**config.mk**
```make
export PLATFORM = sky130hd
export DESIGN_NAME = product_accum_register
export DESIGN_NICKNAME = d
export VERILOG_FILES = /design/src/rtl/product_accum_register.sv
export SDC_FILE = /design/constraint.sdc
export NUM_CORES = 1
export LEC_CHECK = 0
export ABC_AREA = 1
export CORE_MARGIN = 3
export CORE_UTILIZATION = 55
export DETAILED_ROUTE_END_ITERATION = 7
export GPL_ROUTABILITY_DRIVEN = 0
export HOLD_SLACK_MARGIN = 0.12
export PLACE_DENSITY = 0.85
export SYNTH_ARGS = -nofsm -noshare
export SYNTH_HDL_FRONTEND = slang
export SYNTH_SLANG_ARGS = --single-unit
```
**constraint.sdc**
```tcl
create_clock -name clk -period 3.2 [get_ports clk]
set_input_delay 0.64 -clock clk [delete_from_list [all_inputs] [get_ports clk]]
set_output_delay 0.64 -clock clk [all_outputs]
set_load 0.005 [all_outputs]
```
**src/rtl/product_accum_register.sv**
```systemverilog
// Product accumulator bank: sums a configurable number of masked product
// beats per tile into a DIM_C x DIM_A array and hands the tile downstream
// on a valid/ready handshake.
module product_accum_register #(
  parameter int unsigned DIM_C     = 2,
  parameter int unsigned DIM_A     = 2,
  parameter int unsigned IN_WIDTH  = 8,
  parameter int unsigned ACC_WIDTH = 12,
  parameter int unsigned LEN_W     = 8,
  parameter bit          SATURATE  = 1'b1
) (
  input  logic                                          clk,
  input  logic                                          rst_n,
  input  logic                                          clear,
  input  logic [LEN_W-1:0]                              cfg_len,
  input  logic                                          in_valid,
  output logic                                          in_ready,
  input  logic [DIM_C-1:0][DIM_A-1:0][IN_WIDTH-1:0]     in_data,
  input  logic [DIM_C-1:0][DIM_A-1:0]                   in_lane_en,
  output logic                                          out_valid,
  input  logic                                          out_ready,
  output logic [DIM_C-1:0][DIM_A-1:0][ACC_WIDTH-1:0]    out_data,
  output logic [DIM_C-1:0][DIM_A-1:0]                   out_ovf,
  output logic [LEN_W-1:0]                              beat_cnt
);

  localparam int unsigned SUM_W = ACC_WIDTH + 1;
  localparam logic [ACC_WIDTH-1:0] ACC_MAX = {1'b0, {(ACC_WIDTH-1){1'b1}}};
  localparam logic [ACC_WIDTH-1:0] ACC_MIN = {1'b1, {(ACC_WIDTH-1){1'b0}}};

  // Accumulators narrower than the products cannot hold a single beat.
  if (ACC_WIDTH < IN_WIDTH) begin : g_width_check
    $error("product_accum_register: ACC_WIDTH must be >= IN_WIDTH");
  end

  typedef enum logic [1:0] {
    ST_IDLE  = 2'd0,
    ST_ACCUM = 2'd1,
    ST_HOLD  = 2'd2
  } state_e;

  state_e                                        state_q, state_d;
  logic [DIM_C-1:0][DIM_A-1:0][ACC_WIDTH-1:0]    acc_q, acc_d;
  logic [DIM_C-1:0][DIM_A-1:0]                   ovf_q, ovf_d;
  logic [LEN_W-1:0]                              beat_q, beat_d;
  logic [LEN_W-1:0]                              len_q, len_d;
  logic                                          out_valid_q, out_valid_d;

  logic [DIM_C-1:0][DIM_A-1:0][ACC_WIDTH-1:0]    oper_c;
  logic [DIM_C-1:0][DIM_A-1:0][SUM_W-1:0]        sum_c;
  logic [DIM_C-1:0][DIM_A-1:0][ACC_WIDTH-1:0]    add_c;
  logic [DIM_C-1:0][DIM_A-1:0]                   add_ovf_c;
  logic [LEN_W-1:0]                              eff_len_c;
  logic                                          accept_c;

  // A beat is never taken while flushing; in HOLD it needs the result to drain.
  assign in_ready  = !clear && ((state_q != ST_HOLD) || out_ready);
  assign accept_c  = in_valid && in_ready;
  assign eff_len_c = (cfg_len == '0) ? LEN_W'(1) : cfg_len;

  // Per-lane operand select, widened add and overflow resolution.
  always_comb begin
    oper_c    = '0;
    sum_c     = '0;
    add_c     = '0;
    add_ovf_c = '0;
    for (int unsigned c = 0; c < DIM_C; c++) begin
      for (int unsigned a = 0; a < DIM_A; a++) begin
        oper_c[c][a] = in_lane_en[c][a] ? ACC_WIDTH'($signed(in_data[c][a])) : '0;
        sum_c[c][a]  = SUM_W'($signed(acc_q[c][a])) + SUM_W'($signed(oper_c[c][a]));
        add_ovf_c[c][a] = sum_c[c][a][SUM_W-1] ^ sum_c[c][a][SUM_W-2];
        if (add_ovf_c[c][a] && SATURATE) begin
          add_c[c][a] = sum_c[c][a][SUM_W-1] ? ACC_MIN : ACC_MAX;
        end else begin
          add_c[c][a] = sum_c[c][a][ACC_WIDTH-1:0];
        end
      end
    end
  end

  // Tile sequencing: first-beat load, accumulate, hold for the consumer.
  always_comb begin
    state_d = state_q;
    acc_d   = acc_q;
    ovf_d   = ovf_q;
    beat_d  = beat_q;
    len_d   = len_q;
    if (clear) begin
      state_d = ST_IDLE;
      acc_d   = '0;
      ovf_d   = '0;
      beat_d  = '0;
    end else begin
      unique case (state_q)
        ST_ACCUM: begin
          if (accept_c) begin
            acc_d  = add_c;
            ovf_d  = ovf_q | add_ovf_c;
            beat_d = beat_q + LEN_W'(1);
            if (beat_d == len_q) state_d = ST_HOLD;
          end
        end
        ST_HOLD: begin
          if (out_ready && !in_valid) begin
            state_d = ST_IDLE;
            beat_d  = '0;
          end
        end
        default: ;
      endcase
      // First beat of a tile, from IDLE or back-to-back out of HOLD.
      if (accept_c && (state_q != ST_ACCUM)) begin
        acc_d   = oper_c;
        ovf_d   = '0;
        len_d   = eff_len_c;
        beat_d  = LEN_W'(1);
        state_d = (eff_len_c == LEN_W'(1)) ? ST_HOLD : ST_ACCUM;
      end
    end
    out_valid_d = (state_d == ST_HOLD);
  end

  // State and datapath registers.
  always_ff @(posedge clk or negedge rst_n) begin
    if (!rst_n) begin
      state_q     <= ST_IDLE;
      acc_q       <= '0;
      ovf_q       <= '0;
      beat_q      <= '0;
      len_q       <= '0;
      out_valid_q <= 1'b0;
    end else begin
      state_q     <= state_d;
      acc_q       <= acc_d;
      ovf_q       <= ovf_d;
      beat_q      <= beat_d;
      len_q       <= len_d;
      out_valid_q <= out_valid_d;
    end
  end

  assign out_valid = out_valid_q;
  assign out_data  = acc_q;
  assign out_ovf   = ovf_q;
  assign beat_cnt  = beat_q;

endmodule
```
; After elaboration in Yosys (flattened, before gate mapping)
; Cells that the tools add are included.
[word_totals]
ram_bits = 0
mem_bits_ro = 0
output_inout_bits = 62
wordCells = 77
n_memories = 0
regBits = 71
latch_bits = 0
in_bits = 49
[op_classes]
reduce_logical = 14
shift = 0
n_lt_le_gt_ge = 0
div = 0
muxes = 33
n_eq_ne = 9
n_addsub = 5
n_bitwise = 6
n_mul = 0
[ops]
columns = cell, n
row1 = $mux W48, 4
row2 = $mux W12, 12
row3 = $add A12 B12 Y13, 4
row4 = $mux W8, 5
row5 = $mux W4, 4
row6 = $pmux W8 S2, 1
row7 = $mux W2, 6
row8 = $add A8 B1 Y8 const B, 1
row9 = $eq A8 B1 Y1 const B, 1
row10 = $eq A8 B8 Y1, 1
row11 = $logic_not A8 Y1, 1
row12 = $ne A4 B4 Y1 const B, 2
row13 = $reduce_bool A3 Y1, 2
row14 = $eq A2 B2 Y1 const B, 2
row15 = $logic_and A1 B1 Y1, 4
row16 = $or A4 B4 Y4, 1
row17 = $pmux W2 S2, 1
row18 = $reduce_and A2 Y1, 2
row19 = $reduce_bool A4 Y1, 1
row20 = $xor A1 B1 Y1, 4
row21 = $reduce_and A3 Y1, 1
row22 = $eq A2 B1 Y1 const B, 1
row23 = $logic_not A1 Y1, 2
row24 = $ne A2 B1 Y1 const B, 1
row25 = 3 further kinds, 3

; Longest topological paths before layout
; Gate-level depths: netlist (run 1).
[logic_depth]
depth_word = 9
depth_mapped = 25
depth_no_buf = 23

; Worst setup path after synthesis (run 1)
; OpenSTA, ideal clock, no wires.
[synth_path]
path_type = input-to-reg
from = input in_lane_en[2] (netlist bit)
to = register acc_q (netlist bit out_data[32])
required_ns = 3.084
arrival_ns = 3.147
path_buffers = 1
setup_ns = 0.116
setup_slack_ns = -0.063
path_stages = 20
path_cell_list = clkbuf_1 nand2_1 inv_1 ha_1 inv_1 fa_1 inv_1 nand3_1 nand2_1 nand3_1 nand3_1 nand2_1 and2_1 ha_1 inv_1 nand2_1 o21ai_0 nand2_1 nand2_1 nand2_1
[synth_between]
elab_chain_len = 8
word_cells_on_any_way = 9
classes_between = 1 x add/sub / 7 x mux / 1 x bitwise
[synth_lines]
columns = element, line
row1 = from (decl), 19  ; input logic [DIM_C-1:0][DIM_A-1:0] in_lane_en,
row2 = $mux W12 *, 69  ; oper_c[c][a] = in_lane_en[c][a] ? ACC_WIDTH'($signed(in_data[c][a])) : '0;
row3 = $add A12 B12 Y13, 70  ; sum_c[c][a] = SUM_W'($signed(acc_q[c][a])) + SUM_W'($signed(oper_c[c][a]));
row4 = $mux W12 / $xor A1 B1 Y1 (equally long branches), "73, 71"
row5 = $mux W12, 72  ; if (add_ovf_c[c][a] && SATURATE) begin
row6 = $mux W48, 96  ; if (accept_c) begin
row7 = $mux W48, 94  ; unique case (state_q)
row8 = $mux W48 *, 112  ; if (accept_c && (state_q != ST_ACCUM)) begin
row9 = $mux W48 *, 88  ; if (clear) begin
row10 = to (signal assigned), 127  ; acc_q <= '0;
row11 = to (signal assigned), 134  ; acc_q <= acc_d;
row12 = to (decl), 43  ; logic [DIM_C-1:0][DIM_A-1:0][ACC_WIDTH-1:0] acc_q, acc_d;
; Mark *: on every way between the ends. The rest lies on a longest branch, timed or not. The select of a mux whose other input is x is not followed.
; A chain may end at the register's enable or synchronous reset.

; Worst setup path in the final report (run 1)
[layout_path]
from = input in_data[7] (netlist bit)
to = register acc_q (netlist bit out_data[3])
[layout_between]
elab_chain_len = 8
word_cells_on_any_way = 9
classes_between = 1 x add/sub / 7 x mux / 1 x bitwise
[layout_lines]
columns = element, line
row1 = from (decl), 18  ; input logic [DIM_C-1:0][DIM_A-1:0][IN_WIDTH-1:0] in_data,
row2 = $mux W12 *, 69
row3 = $add A12 B12 Y13 *, 70
row4 = $mux W12 / $xor A1 B1 Y1 (equally long branches), "73, 71"
row5 = $mux W12 *, 72
row6 = $mux W48 *, 96
row7 = $mux W48 *, 94
row8 = $mux W48 *, 112
row9 = $mux W48 *, 88
; Marked as above.

==> results of run 1 <==
## final cells by class
cell class              count  area [µm²]  area share
clock buffers              15         278      0.0299
flip-flops and latches     71        1780       0.191
repair buffers            247        2120       0.228
well taps                 143         179      0.0192
inverters                 128         498      0.0535
multi-input cells         758        4450       0.478
## how the worst min path moves through the flow
stage | endpoint | slack [ps] | depth (start not counted) | from
after global routing | out_data[20]$_DFFE_PN0P_ | 510 | 1 | rst_n
after global placement | out_ovf[1]$_DFFE_PN0P_ | 460 | 2 | out_ovf[1]$_DFFE_PN0P_
after floorplan | beat_cnt[0]$_DFFE_PN0P_ | 340 | 0 | rst_n
after CTS | out_data[20]$_DFFE_PN0P_ | 470 | 1 | rst_n
final | out_data[15]$_DFFE_PN0P_ | 420 | 1 | rst_n
after detailed placement | out_ovf[1]$_DFFE_PN0P_ | 460 | 2 | out_ovf[1]$_DFFE_PN0P_
## synth_stat cells (3+ instances only)
library cell               number  area share
sky130_fd_sc_hd__nand2_1      322        0.19
sky130_fd_sc_hd__inv_1        123       0.071
sky130_fd_sc_hd__nand3_1       80       0.062
sky130_fd_sc_hd__dfrtp_1       71        0.27
sky130_fd_sc_hd__nor2_1        70       0.041
sky130_fd_sc_hd__a21oi_1       65       0.050
sky130_fd_sc_hd__ha_1          58        0.11
sky130_fd_sc_hd__o21ai_0       36       0.028
sky130_fd_sc_hd__o211ai_1      18       0.021
sky130_fd_sc_hd__nand4_1       15       0.014
sky130_fd_sc_hd__o21ai_1       15       0.012
sky130_fd_sc_hd__xor2_1        12       0.016
sky130_fd_sc_hd__buf_2         10      0.0077
sky130_fd_sc_hd__clkbuf_1       8      0.0046
sky130_fd_sc_hd__nand3b_1       6      0.0069
sky130_fd_sc_hd__nand2_2        5      0.0048
sky130_fd_sc_hd__nor3_1         5      0.0039
sky130_fd_sc_hd__xnor2_1        5      0.0068
sky130_fd_sc_hd__and2_1         4      0.0039
sky130_fd_sc_hd__fa_1           4       0.012
sky130_fd_sc_hd__nand2_4        4      0.0069
sky130_fd_sc_hd__nand3_2        4      0.0062
sky130_fd_sc_hd__a21oi_2        3      0.0041
sky130_fd_sc_hd__nor2_4         3      0.0052
sky130_fd_sc_hd__o21ai_2        3      0.0041
sky130_fd_sc_hd__o21bai_1       3      0.0035
sky130_fd_sc_hd__o221ai_1       3      0.0041
## cells by family after synthesis
logic type               count (synthesis)  share of synthesized area
buffers and inverters                  150                     0.0934
XOR/XNOR                                17                     0.0230
AO/OA/AOI/OAI                          155                      0.139
adder cells (fa/ha/maj)                 62                      0.124
AND/OR/NAND/NOR                        522                      0.347
flip-flops                              71                      0.274
## sequential cells by signal, summed over array words and instances (netlist names)
name       flops
out_ovf        4
beat_cnt       8
out_data      48
len_q          8
state_q        2
out_valid      1
## power breakdown
| group | switching [mW] | internal [mW] |
|---|---|---|
| registers | 0.119 | 1.01 |
| logic | 1.02 | 0.935 |
| clock network | 0.378 | 0.585 |
| total | 1.52 | 2.53 |
## metrics by stage
step / cell area (µm²) / setup WS [ps]
2_1_floorplan: 6490 / -13.7
3_3_place_gp: 8590 / -464
3_5_place_dp: 8590 / -666
4_1_cts: 8900 / 12.6
5_1_grt: 9300 / -108
6_report: 9300 / -41.3
## worst register-to-register path: stages (launching register included)
cell and delay, ps:
sky130_fd_sc_hd__dfrtp_1 400, sky130_fd_sc_hd__ha_1 340, sky130_fd_sc_hd__a21oi_2 230, sky130_fd_sc_hd__o21ai_2 100, sky130_fd_sc_hd__nand2_1 80, sky130_fd_sc_hd__nand3_1 80
sky130_fd_sc_hd__nand2_1 130, sky130_fd_sc_hd__nand2_2 80, sky130_fd_sc_hd__a21oi_2 160, sky130_fd_sc_hd__xor2_1 220, sky130_fd_sc_hd__inv_1 120, sky130_fd_sc_hd__ha_4 300
sky130_fd_sc_hd__buf_4 160, sky130_fd_sc_hd__a21oi_1 150, sky130_fd_sc_hd__o211ai_1 110
## per-layer routing
metal,vias up,part of all wire,routed length (µm)
li1,3665,-,-
met1,3657,0.38,8370
met2,415,0.49,10700
met3,96,0.087,1910
met4,0,0.040,867
met5,-,0,0
## repair_timing
| item | CTS | global route |
|---|---|---|
| buffers inserted | 1 | 11 |
| resized for setup | 11 | 86 |
| gates cloned | 0 | 2 |
| setup endpoints to repair | 35 | 37 |
| pin swaps | 0 | 26 |
==> reports/metrics.csv, run 1 <==
stage,metric,value,unit
status,outcome,"complete, but fails checks",
status,violations_in_the_final_reports,negative setup slack,
logic_synthesis,synth_cell_types,42,
route,routed_wirelength,21.9,mm
logic_synthesis,average_footprint_of_a_synthesized_cell,6.64,µm²
placed_design,placedCellCount,1333,
clock_network,clock_sink_count,71,
finish,finalNetCount,1326,
finish,final_core_util,0.811,
critical_path,cp_slowest_cell,sky130_fd_sc_hd__clkdlybuf4s50_1,
clock_network,hold_buffers,0,
logic_synthesis,netlist_area,0.00649,mm²
floorplanning,die-area,0.0131,mm²
logic_synthesis,synth_async_sr_flop_share,1.00,
route,avgViaCountPerCell,5.75,
clock_network,worstSkewPairLatency,350,ps
route,detail_route.iter0.violations,706,
power_and_ir_drop,total_power,4.05,mW
critical_path,timing.critical_path.cells,"clkdlybuf4s50_1, nand2_1, inv_2, ha_4, buf_4, a21oi_1, o21ai_0, nand2_1, nand4_1, and2_4, ha_4, buf_4, a21oi_1, o211ai_1",
timing,timing.max_slew.rel_slack,0.366,
logic_synthesis,synth-seq-cells,71,
timing,hold_slack,420,ps
finish,fill_cell_instance_count_of_the_final_layout,746,
clock_network,h_tree_depth,3,
timing,timing.final.hold_violations,0,
floorplanning,floorplan.core_area,0.0115,mm²
placed_design,port-buffer-count,110,
finish,num_antenna_cells,0,
clock_network,clk_pin_slew_worst_paths,50,ps
critical_path,endpoint_kind,register,
clock_network,clk_root_buffer_cell,sky130_fd_sc_hd__clkbuf_16,
run,cap_violations,0,
route,number_of_vias_after_detailed_routing,7833,
logic_synthesis,syn-num-nets,1088,
global_route,initial_antenna_violation_count,0,
clock_network,clock_tree.buffer_depth,2,
route,drt_pass1_iterations,5,
floorplanning,die_x,115,µm
route,drc,0,
critical_path,crit_arrival,3450,ps
global_route,groute.layer.met2.usage,0.538,
logic_synthesis,ys_dominant_reg_cell,sky130_fd_sc_hd__dfrtp_1,
power_and_ir_drop,p_leak,4.77,nW
finish,drive_above_1_share,0.206,
critical_path,timing.rr.start,out_data[26]$_DFFE_PN0P_,
logic_synthesis,part_of_the_yosys_area_used_for_sequential_elements,0.274,
placed_design,detailed_place_hpwl,15.1,mm
global_route,grt.met1_usage,0.375,
timing,clock.fmax,0.309,GHz
clock_network,tritoncts.num_buffers,9,
global_route,via_count_of_the_first_global_routing_pass,7222,
finish,mostFrequentLayoutCells,"sky130_fd_sc_hd__nand2_1, sky130_fd_sc_hd__buf_4, sky130_fd_sc_hd__inv_1, sky130_fd_sc_hd__clkdlybuf4s50_1, sky130_fd_sc_hd__nand3_1",
route,final_antenna_net_count,0,
critical_path,rrSetupSlack,420,ps
timing,final_critical_path_setup_slack,-41.3,ps
timing,setup_viol_count_final,1,
route,avgRoutedWirePerCell,16.1,µm
floorplanning,floorplan.rows,39,
floorplanning,chipHeight,115,µm
critical_path,criticalPathCategory,primary input to register,
critical_path,critical_path_peak_fanout,5,
critical_path,worst_setup_path_startpoint,in_data[7],
logic_synthesis,synth_enable_flop_cells,0,
critical_path,regToRegEndpoint,out_data[26]$_DFFE_PN0P_,
global_route,grt_usage,0.309,
logic_synthesis,synth-warning-count,0,
finish,post_layout_nonfiller_instances,1362,
power_and_ir_drop,max-vdd-ir-drop,0.480,mV
global_route,globalRoute.busiestLayer,met2,
floorplanning,initial_core_util,0.566,
logic_synthesis,postSynthCellCount,977,
critical_path,crit_required,3410,ps
critical_path,critical-path-max-stage-delay,460,ps
timing,timing.final.crit_share,1.01,
clock_network,cts_tree,yes,
finish,area_delta_synth_final,43.4,%
power_and_ir_drop,pwr_density_cell,435,mW/mm²
global_route,overflow_after_grt,0,
timing,finalCriticalPeriod,3240,ps
finish,layout.cells.most_common,sky130_fd_sc_hd__nand2_1,
timing,timing_max_transition_violations_final,0,
critical_path,r2r_cells,14,
critical_path,critPathCapture,out_data[3]$_DFFE_PN0P_,
critical_path,crit_path_start_kind,primary input,
timing,skew,7.87,ps
floorplanning,boundaryPins,111,
global_route,grt_max_degree,72,
timing,worst-slew-pin-transition,951,ps
critical_path,cpLargestDelayFamily,buffers and inverters,
global_route,grt_util_met3,0.0587,
critical_path,critical_path_cell_count,14,
worst_hold_path,worstHoldPathType,primary input to asynchronous set/reset pin,
global_route,grt_first_pass_wirelength,32.9,mm
critical_path,critical_path.n_buffers_inverters,4,
timing,setup-tns-final,-41.3,ps
No activity file was read; power rests on OpenSTA's default activity.
==> run 2: changes to the inputs <==
--- a/config.mk
+++ b/config.mk
@@ -6,7 +6,7 @@
 export NUM_CORES = 1
 export LEC_CHECK = 0
 export ABC_AREA = 1
-export CORE_MARGIN = 3
+export CORE_MARGIN = 2
 export CORE_UTILIZATION = 55
 export DETAILED_ROUTE_END_ITERATION = 7
 export GPL_ROUTABILITY_DRIVEN = 0
==> run 2 against run 1 <==
Clock skew down 1.6 ps. Total power grew 2.3%. Via count is 0.89% lower. Setup slack better by 11 ps. First-iteration DRC count shrank 8.2%. Final cell count about the same. Maximum frequency is 0.35% higher. Critical endpoint is now out_data[29]$_DFFE_PN0P_. Critical path depth rose by 5. Clock-buffer cell count shrank 2. The flow still finishes with violations (negative setup slack). Combinational power barely moved. Global-route usage rose by 1.0 points.
==> reports/metrics.csv, run 2 (synthesis results as in run 1) <==
stage,metric,value,unit
status,outcome,"complete, but fails checks",
status,violations_in_the_final_reports,negative setup slack,
finish,area_delta_synth_final,43.2,%
timing,finalCriticalPeriod,3230,ps
clock_network,tritoncts.num_buffers,9,
power_and_ir_drop,pwr-share-comb,0.469,
finish,layout.cells.most_common,sky130_fd_sc_hd__nand2_1,
route,final_antenna_net_count,0,
placed_design,detailed_place_hpwl,14.9,mm
timing,worst-slew-pin-transition,936,ps
timing,clock.fmax,0.310,GHz
clock_network,clock_tree.buffer_depth,2,
critical_path,timing.rr.start,out_data[2]$_DFFE_PN0P_,
run,cap_violations,0,
finish,drive_above_1_share,0.201,
power_and_ir_drop,max-vdd-ir-drop,0.540,mV
floorplanning,floorplan.core_area,0.0115,mm²
route,wl_met3,1.65,mm
power_and_ir_drop,p_switching,1.55,mW
floorplanning,die-area,0.0127,mm²
route,drt_pass1_iterations,6,
global_route,grt_first_pass_wirelength,33.0,mm
finish,design_area,0.00929,mm²
power_and_ir_drop,internal-power,2.59,mW
route,number_of_vias_after_detailed_routing,7763,
timing,timing_max_transition_violations_final,0,
placed_design,placed_area,0.00861,mm²
timing,setup_viol_count_final,2,
critical_path,r2r_cells,14,
timing,timing.final.hold_violations,0,
route,drc,0,
placed_design,port-buffer-count,110,
timing,rsz0062_at_grt,yes,
power_and_ir_drop,clockPowerShare,0.259,
global_route,grt_max_degree,72,
power_and_ir_drop,p_leak,4.81,nW
worst_hold_path,worstHoldPathType,primary input to asynchronous set/reset pin,
route,wl_met2,10.7,mm
floorplanning,initial_core_util,0.566,
clock_network,clock_sink_count,71,
route,avgRoutedWirePerCell,16.1,µm
critical_path,crit_required,3470,ps
timing,skew,6.29,ps
finish,finalNetCount,1324,
global_route,overflow_after_grt,0,
clock_network,h_tree_depth,3,
timing,final_critical_path_setup_slack,-30.2,ps
global_route,via_count_of_the_first_global_routing_pass,7311,
timing,hold_slack,385,ps
clock_network,cts_tree,yes,
finish,largest_register_ff_count,48,
placed_design,placement.setup.worst_slack,-668,ps
power_and_ir_drop,sequential_power_share,0.273,
route,detail_route.iter0.violations,648,
route,routed_wirelength,21.9,mm
power_and_ir_drop,netSwitchingFraction,0.375,
floorplanning,boundaryPins,111,
timing,timing.final.crit_share,1.01,
global_route,grt_usage,0.319,
clock_network,clk_root_buffer_cell,sky130_fd_sc_hd__clkbuf_16,
critical_path,endpoint_kind,register,
floorplanning,chipHeight,113,µm
route,met1Wirelength,8.54,mm
route,avgViaCountPerCell,5.70,
global_route,initial_antenna_violation_count,0,
clock_network,hold_buffers,0,
critical_path,critical_path_peak_fanout,7,
finish,mostFrequentLayoutCells,"sky130_fd_sc_hd__nand2_1, sky130_fd_sc_hd__buf_4, sky130_fd_sc_hd__inv_1, sky130_fd_sc_hd__clkdlybuf4s50_1, sky130_fd_sc_hd__nand3_1",
critical_path,regToRegEndpoint,out_data[2]$_DFFE_PN0P_,
clock_network,clk_pin_slew_worst_paths,60,ps
critical_path,crit_path_start_kind,primary input,
floorplanning,floorplan.rows,39,
finish,final_core_util,0.810,
clock_network,worstSkewPairLatency,360,ps
finish,num_antenna_cells,0,
timing,setup-tns-final,-39.5,ps
power_and_ir_drop,pwr_density_cell,446,mW/mm²
critical_path,crit_arrival,3500,ps
critical_path,criticalPathCategory,primary input to register,
route,highest_layer,met4,
critical_path,rrSetupSlack,410,ps
timing,timing.max_slew.rel_slack,0.376,
floorplanning,die_x,113,µm
## run 2: timing repair
action	in CTS	in global routing
endpoints found under the setup margin	35	37
buffers inserted	1	8
resized for setup	11	74
gates cloned	0	2
pin swaps	0	31
endpoints found under the hold margin	0	0
## run 2: power by group through the flow
stage               logic [mW]  clock network [mW]  registers [mW]
floorplan                0.901                   0            1.11
global placement          1.60                   0            1.13
detailed placement        1.64                   0            1.13
CTS                       1.71                1.08            1.12
global route              2.09                1.12            1.14
finish                    1.94                1.07            1.13
## run 2: worst max path at each step
stage,start,endpoint,depth (start not counted)
after floorplan,in_lane_en[2],out_data[32]$_DFFE_PN0P_,20
after global routing,in_data[20],out_data[29]$_DFFE_PN0P_,19
after CTS,in_data[22],out_data[32]$_DFFE_PN0P_,19
after detailed placement,in_lane_en[0],out_data[6]$_DFFE_PN0P_,18
final,in_data[20],out_data[29]$_DFFE_PN0P_,19
after global placement,in_lane_en[0],out_data[6]$_DFFE_PN0P_,18
## run 2: layout make-up
class / instances / area (µm²)
Clock buffer: 13 / 270
Clock inverter: 3 / 40.0
Fill cell: 760 / 2180
Inverter: 128 / 500
Multi-Input combinational cell: 758 / 4400
Sequential cell: 71 / 1780
Tap cell: 143 / 179
Timing Repair Buffer: 245 / 2120
## run 2: through the flow
stage	power (mW)	std cells
after global placement	2.73	1334
after global routing	4.35	1361
final	4.14	1361
after floorplan	2.01	977
after detailed placement	2.78	1334
after CTS	3.91	1351
## run 2: critical path, cell delays in order
cell and delay, ps:
sky130_fd_sc_hd__clkdlybuf4s50_1 470, sky130_fd_sc_hd__nand2_1 70, sky130_fd_sc_hd__inv_1 170, sky130_fd_sc_hd__ha_4 240
sky130_fd_sc_hd__a21oi_2 160, sky130_fd_sc_hd__o21ai_1 100, sky130_fd_sc_hd__nand2_1 90, sky130_fd_sc_hd__nand3_1 80
sky130_fd_sc_hd__nand2_1 110, sky130_fd_sc_hd__nand2_1 70, sky130_fd_sc_hd__a21oi_2 150, sky130_fd_sc_hd__xor2_1 210
sky130_fd_sc_hd__inv_1 120, sky130_fd_sc_hd__ha_4 350, sky130_fd_sc_hd__inv_6 60, sky130_fd_sc_hd__buf_4 130
sky130_fd_sc_hd__nand2_1 80, sky130_fd_sc_hd__nand3_2 60, sky130_fd_sc_hd__o211ai_1 130
## run 2: layer usage
layer / global-route usage / vias to the layer above
li1: - / 3677
met1: 0.376 / 3593
met2: 0.564 / 385
met3: 0.0707 / 108
met4: 0.125 / 0
met5: 0 / -
